--- config.mk ---
export PLATFORM = sky130hd
export DESIGN_NAME = uart_tx_arbiter
export DESIGN_NICKNAME = d
export VERILOG_FILES = /design/src/rtl/uart_tx_arbiter.sv
export SDC_FILE = /design/constraint.sdc
export NUM_CORES = 1
export LEC_CHECK = 0
export BUFFER_PORTS_ARGS = -buffer_cell sky130_fd_sc_hd__buf_2
export CORE_MARGIN = 2
export CORE_UTILIZATION = 45
export DETAILED_ROUTE_END_ITERATION = 12
export GPL_ROUTABILITY_DRIVEN = 0
export GPL_TIMING_DRIVEN = 0
export HOLD_SLACK_MARGIN = 0.06
export PLACE_DENSITY = 0.74
export REMOVE_ABC_BUFFERS = 1
export SLEW_MARGIN = 30
export SYNTH_ARGS = -nofsm -noshare
export SYNTH_HDL_FRONTEND = slang
export SYNTH_SLANG_ARGS = --single-unit
--- constraint.sdc ---
create_clock -name clk -period 2.36 [get_ports clk]
set_input_delay 0.472 -clock clk [delete_from_list [all_inputs] [get_ports clk]]
set_output_delay 0.472 -clock clk [all_outputs]
set_load 0.005 [all_outputs]
--- src/rtl/uart_tx_arbiter.sv ---
// Packet-granular round-robin arbiter that feeds one shared UART byte transmitter.
// Sequences one frame at a time off isBusy and flags a transmitter that never acknowledges.
module uart_tx_arbiter #(
  parameter int NUM_REQ     = 4,
  parameter int ACK_TIMEOUT = 16,
  parameter int CNT_W       = 16
) (
  input  logic                   clk,
  input  logic                   reset,
  input  logic [NUM_REQ-1:0]     req_valid,
  input  logic [8*NUM_REQ-1:0]   req_data,
  input  logic [NUM_REQ-1:0]     req_last,
  output logic [NUM_REQ-1:0]     req_ready,
  output logic                   doTransmit,
  output logic [7:0]             TxData,
  input  logic                   isBusy,
  output logic [2:0]             grant_id,
  output logic                   active,
  output logic                   err_timeout,
  output logic [CNT_W-1:0]       byte_count
);

  localparam int TW = $clog2(ACK_TIMEOUT + 1);

  typedef enum logic [2:0] {ARB, LOAD, ISSUE, WAIT_BUSY, WAIT_DONE} state_t;

  state_t          state;
  logic [2:0]      ptr;
  logic [2:0]      win;
  logic [2:0]      nxt_ptr;
  logic            found;
  logic            last_q;
  logic            hs;
  logic [3:0]      sidx;
  logic [TW-1:0]   tcnt;

  // Requester vectors padded to 8 so a 3-bit index is always an exact fit.
  logic [7:0]      valid_pad;
  logic [7:0]      last_pad;
  logic [7:0][7:0] data_pad;

  assign valid_pad = 8'(req_valid);
  assign last_pad  = 8'(req_last);
  assign data_pad  = 64'(req_data);

  // First valid requester at or after ptr, wrapping modulo NUM_REQ.
  always_comb begin
    win   = '0;
    found = 1'b0;
    sidx  = '0;
    for (int i = 0; i < NUM_REQ; i++) begin
      sidx = {1'b0, ptr} + 4'(i);
      if (sidx >= 4'(NUM_REQ)) sidx = sidx - 4'(NUM_REQ);
      if (!found && valid_pad[sidx[2:0]]) begin
        win   = sidx[2:0];
        found = 1'b1;
      end
    end
  end

  always_comb begin
    req_ready = '0;
    for (int i = 0; i < NUM_REQ; i++)
      req_ready[i] = (state == LOAD) && (grant_id == 3'(i)) && req_valid[i];
  end

  assign hs      = |req_ready;
  assign nxt_ptr = (grant_id == 3'(NUM_REQ - 1)) ? 3'd0 : grant_id + 3'd1;

  always_ff @(posedge clk or negedge reset) begin
    if (!reset) begin
      state       <= ARB;
      ptr         <= '0;
      grant_id    <= '0;
      active      <= 1'b0;
      doTransmit  <= 1'b0;
      TxData      <= '0;
      last_q      <= 1'b0;
      tcnt        <= '0;
      err_timeout <= 1'b0;
      byte_count  <= '0;
    end else begin
      doTransmit <= 1'b0;
      case (state)
        // isBusy gate lets a frame cut short by reset drain before a new start.
        ARB: if (!isBusy && found) begin
          grant_id <= win;
          active   <= 1'b1;
          state    <= LOAD;
        end
        LOAD: if (hs) begin
          TxData     <= data_pad[grant_id];
          last_q     <= last_pad[grant_id];
          doTransmit <= 1'b1;
          state      <= ISSUE;
        end
        ISSUE: begin
          tcnt  <= '0;
          state <= WAIT_BUSY;
        end
        WAIT_BUSY: begin
          if (isBusy) begin
            byte_count <= byte_count + 1'b1;
            state      <= WAIT_DONE;
          end else if (tcnt == TW'(ACK_TIMEOUT - 1)) begin
            // Lost byte: drop it and close the packet as if it were the last.
            err_timeout <= 1'b1;
            ptr         <= nxt_ptr;
            active      <= 1'b0;
            state       <= ARB;
          end else begin
            tcnt <= tcnt + 1'b1;
          end
        end
        WAIT_DONE: if (!isBusy) begin
          if (last_q) begin
            ptr    <= nxt_ptr;
            active <= 1'b0;
            state  <= ARB;
          end else begin
            state <= LOAD;
          end
        end
        default: state <= ARB;
      endcase
    end
  end

endmodule
-- Word-level counts from Yosys, hierarchy flattened
Cells that the tools add are included.
- flip-flop bits (word level): 42
- input bits: 43
- output and inout bits: 34
- logic and storage cells: 124
- add/subtract/negate cells: 10
- order comparisons: 9
- eq/ne operators: 16
- multiplexer cells: 48
- bitwise gates (word level): 1
- reduce and logical (&&, ||, !) cells: 30
- operator list (operator ; number):
    two-way mux 3 bit ; 18
    binary-select mux 8 bit (select 3 bit) ; 1
    less-than comparator 3 x 4 -> 1 bit (second input constant) ; 5
    two-way mux 1 bit ; 17
    adder 16 x 1 -> 16 bit (second input constant) ; 1
    binary-select mux 1 bit (select 3 bit) ; 5
    one-hot mux 3 bit (5 select lines) ; 1
    inequality test 2 bit (second input constant) ; 7
    == test 3 x 2 -> 1 bit (second input constant) ; 4
    >= comparator 4 x 3 -> 1 bit (second input constant) ; 3
    logical AND 1 bit ; 12
    subtractor 3 bit (second input constant) ; 4
    two-way mux 5 bit ; 2
    one-hot mux 5 bit (2 select lines) ; 1
    adder 3 x 2 -> 4 bit (second input constant) ; 2
    two-way mux 8 bit ; 1
    == test 3 x 1 -> 1 bit (second input constant) ; 2
    zero test 3 bit ; 2
    one-hot mux 3 bit (2 select lines) ; 1
    AND reduction 2 bit ; 3
    AND reduction 3 bit ; 2
    AND reduction 6 bit ; 1
    adder 5 x 1 -> 5 bit (second input constant) ; 1
    == test 5 x 4 -> 1 bit (second input constant) ; 1
    other kinds (13) ; 17

-- Logic depth before layout (Yosys ltp)
- depth in word-level cells: 17
- mapped depth: 9
- depth with buffers taken out: 7

-- Worst setup path after synthesis
No wires, ideal clock.
- kind: reg-to-reg
- from: reg ptr[0]
- to: reg grant_id[0]
- setup time: 125 ps
- arrival time: 2392 ps
- required time: 2235 ps
- setup slack: -157 ps
- stages on the path, launching flop included: 10
- buffers on the path: 2
- clock period less this slack: 2517 ps
- cells stage by stage: dfrtp_1 -> buf_6 -> bufinv_8 -> ha_1 -> buf_6 -> mux4_2 -> o31ai_2 -> a2111oi_0 -> or4_1 -> mux2_2
- longest elaborated chain between the ends: 16
- elaborated cells on any way between the ends: 39
- classes of those cells: add/sub (7); order compare (4); mux (20); reduce/logical (8)
- RTL lines (element ; line ; source):
    from (decl) ; 28 ; logic [2:0] ptr;
    from (signal assigned) ; 108 ; ptr <= nxt_ptr;
    from (signal assigned) ; 117 ; ptr <= nxt_ptr;
    branches (longest 16 deep; another with adder 3 x 1 -> 4 bit) ; -- ;
    to (signal assigned) ; 87 ; grant_id <= win;
    to (decl) ; 17 ; output logic [2:0] grant_id,
Several ways; the timed one is not identified. The select of a mux whose other input is x is not followed.
A chain may end at the register's enable or synchronous reset.

-- Final worst setup path
Same ends and word-level chain as after synthesis.

==> impl_metrics.ini <==
[drt]
via_count = 1987
drt-wirelength-per-cell_um = 13.7
detail_route.wirelength_mm = 5.17
drtAntennaViolNets = 0
route.detailed.vias_per_inst = 5.26
initialDrtViolationCount = 76
drt_first_pass_iters = 4
drc = 0

[final_layout]
final-instance-count-excl-fill = 378
layout.cell_area.non_filler_sq_um = 3080
layout_commonest_cell = sky130_fd_sc_hd__buf_2
num-nets-final = 357
seq_area_sq_um = 1050
layout.cells.most_common_list = sky130_fd_sc_hd__buf_2, sky130_fd_sc_hd__dfrtp_1, sky130_fd_sc_hd__nand2_1
fill_cells = 475
multi_input_combinational_cell_area_sq_um = 1320
area.growth.synth_to_final_pct = 24.1
drive_above_1_share_pct = 38.9
antenna-diode-count = 0

[yosys]
post-synth-top-area-fraction_pct = 42.4
syn_area_sq_um = 2480
post_synth_num_cell_types = 50
gate_count_of_the_mapped_netlist = 224
synth-main-ff-cell = sky130_fd_sc_hd__dfrtp_1
postSynthRegisterBits = 42
syn_avg_cell_area_sq_um = 11.1
synth_top_cell_by_area = sky130_fd_sc_hd__dfrtp_1
ys_async_sr_fraction_pct = 100
sequential_share_of_the_synthesized_area_pct = 42.4
synth_warnings = 0
synthTopCellsByArea = sky130_fd_sc_hd__dfrtp_1, sky130_fd_sc_hd__mux4_2, sky130_fd_sc_hd__mux2_1
synth-edff-count = 0

[place]
dp_hpwl_mm = 3.76
port_buffers = 76
post_place_cells = 360
postPlaceCellArea_sq_um = 2860

[global_routing]
grt_first_pass_wirelength_mm = 8.63
grt_max_degree = 43
gr-usage-all-layers_pct = 17.7
gr-total-overflow = 0
grt_pass1_vias = 1881
grt_antenna_before_repair = 0

[timing]
clock_skew_ns = 0.00732
tightestPinTransition_ns = 0.576
min_period_over_period_pct = 98.9
total_count_of_hold_check_failures_in_the_final_report = 0
slew_headroom_pct = 61.6
slew_violations = 0
setup_viol = 0
fmax_mhz = 428
fin_crit_ns = 2.33
rsz0062_at_grt = true

[power_and_ir_drop]
power_per_cell_area_nw_per_um2 = 1100
cellLeakagePower_nw = 1.51
maximum_vdd_ir_drop_mv = 0.671

[floorplan]
initial_core_util_pct = 45.9
fp-row-count = 27
core_sq_um = 5410
die-height_um = 78.2
io_pins = 77
fp.dieW_um = 78.2
fp.dieArea_sq_um = 6120

[run]
timing.max_cap.violations = 0

[worst_setup_path]
cp-start-kind = flop
critical_path.endpoint_type = flop
category_of_the_critical_setup_timing_path = reg2reg
critical_path_peak_fanout = 4
required_ns = 2.54
worst_ep_arrival_time_ns = 2.51

[clock_network]
tritoncts_num_sinks = 42
max_buffers_root_to_sink = 2
clkTransAtPathRegs_ns = 0.08
cts_buffers = 5
clk-insertion-delay-late_ns = 0.30
htreeDepth = 2
clock_tree_from_tritoncts = yes
cts_hold_buffers = 0
clockRootBuffer = sky130_fd_sc_hd__clkbuf_8

[worst_hold_path]
holdCritPathClass = in2async

[run_status]
run_status = complete, no violations
==> repair_timing <==
action,in CTS,in global routing
setup endpoints to repair,6,1
hold endpoints to repair,0,0
gates resized for setup,5,7
pin swaps,0,3
gates cloned,0,0
setup buffers,1,9
==> state kept, by name, indices dropped and copies added, names as in the netlist <==
| name | flops |
|---|---|
| TxData | 8 |
| active | 1 |
| byte_count | 16 |
| doTransmit | 1 |
| err_timeout | 1 |
| grant_id | 3 |
| last_q | 1 |
| ptr | 3 |
| state | 3 |
| tcnt | 5 |
==> power by group <==
group | total, W | leakage [nW] | internal (W) | switching (W)
Clock | 0.000479 | 0.0472 | 0.000235 | 0.000244
Combinational | 0.00168 | 0.936 | 0.000951 | 0.000731
Sequential | 0.00122 | 0.531 | 0.000940 | 0.000276
Total | 0.00338 | 1.51 | 0.00213 | 0.00125
==> Yosys cell counts (2+ instances only) <==
cell and n:
sky130_fd_sc_hd__nor2_1 19, sky130_fd_sc_hd__and3_1 6, sky130_fd_sc_hd__o21ai_0 3, sky130_fd_sc_hd__nand4_1 4, sky130_fd_sc_hd__nor3_1 3, sky130_fd_sc_hd__o21a_1 2
sky130_fd_sc_hd__o21bai_1 2, sky130_fd_sc_hd__mux2_2 2, sky130_fd_sc_hd__ha_1 9, sky130_fd_sc_hd__nor3b_1 2, sky130_fd_sc_hd__mux2_1 11, sky130_fd_sc_hd__a21oi_1 6
sky130_fd_sc_hd__dfrtp_1 42, sky130_fd_sc_hd__buf_6 5, sky130_fd_sc_hd__xor2_1 8, sky130_fd_sc_hd__nand3_1 8, sky130_fd_sc_hd__mux2i_1 3, sky130_fd_sc_hd__nand2_1 22
sky130_fd_sc_hd__buf_2 3, sky130_fd_sc_hd__xnor2_1 9, sky130_fd_sc_hd__clkbuf_1 2, sky130_fd_sc_hd__nand2b_1 5, sky130_fd_sc_hd__nand3b_1 3, sky130_fd_sc_hd__mux4_2 11
sky130_fd_sc_hd__inv_1 9
==> layer usage <==
metal / share of wire (%) / vias up / GRT usage [%] / wire length, um
met5: 0 / - / 0 / 0
met4: 1.8 / 0 / 5.61 / 91
met3: 6.4 / 10 / 4.60 / 331
met2: 49 / 68 / 29.6 / 2510
met1: 43 / 948 / 22.5 / 2230
li1: - / 961 / - / -
==> kinds of logic (layout without fill, tap and decap cells) <==
| family | after synthesis | in the layout | synth area share (%) |
|---|---|---|---|
| flip-flops | 42 | 42 | 42.4 |
| AND/OR/NAND/NOR | 81 | 81 | 16.6 |
| multiplexers | 27 | 27 | 17.1 |
| adder cells (fa/ha/maj) | 9 | 9 | 4.54 |
| AO/OA/AOI/OAI | 26 | 26 | 7.67 |
| XOR/XNOR | 17 | 17 | 6.01 |
| buffers and inverters | 22 | 104 | 5.70 |
==> per-stage QoR <==
step	setup TNS [ns]	power, W	hold WS (ns)	util, %	setup slack [ns]
finish	0	0.00338	0.150	56.9	0.0256
global placement	-1.06	0.00257	0.457	52.9	-0.537
floorplan	-0.303	0.00218	0.176	-	-0.303
global route	-0.0555	0.00364	0.178	56.9	-0.0486
CTS	-0.0627	0.00316	0.333	55.1	-0.0627
detailed placement	-1.12	0.00261	0.463	52.9	-0.532
==> worst paths after layout <==
check	from	cells after the start	slack (ns)	end
worst max-delay path	ptr[0]	7	0.03	grant_id[0]
worst min-delay path	reset	1	0.15	byte_count[15]
min in group clk	byte_count[15]	1	0.47	byte_count[15]
max in group asynchronous	reset	1	1.82	ptr[1]
worst min register to register	byte_count[15]	1	0.47	byte_count[15]
worst max register to register	ptr[0]	7	0.03	grant_id[0]
==> area by class of cell <==
class	count	area share, %
multi-input cells	160	42.9
clock inverters	2	0.407
repair buffers	86	15.3
clock buffers	6	2.68
inverters	10	1.46
well taps	72	2.93
flip-flops and latches	42	34.3
==> worst max-delay path, stage by stage (launching register included) <==
cell	delay, ns
sky130_fd_sc_hd__dfrtp_2	0.42
sky130_fd_sc_hd__inv_8	0.05
sky130_fd_sc_hd__ha_4	0.28
sky130_fd_sc_hd__mux4_2	0.53
sky130_fd_sc_hd__o31ai_4	0.09
sky130_fd_sc_hd__a2111oi_2	0.05
sky130_fd_sc_hd__or4_1	0.51
sky130_fd_sc_hd__mux2_4	0.28
Note: power is estimated with default switching activity, not from simulation.
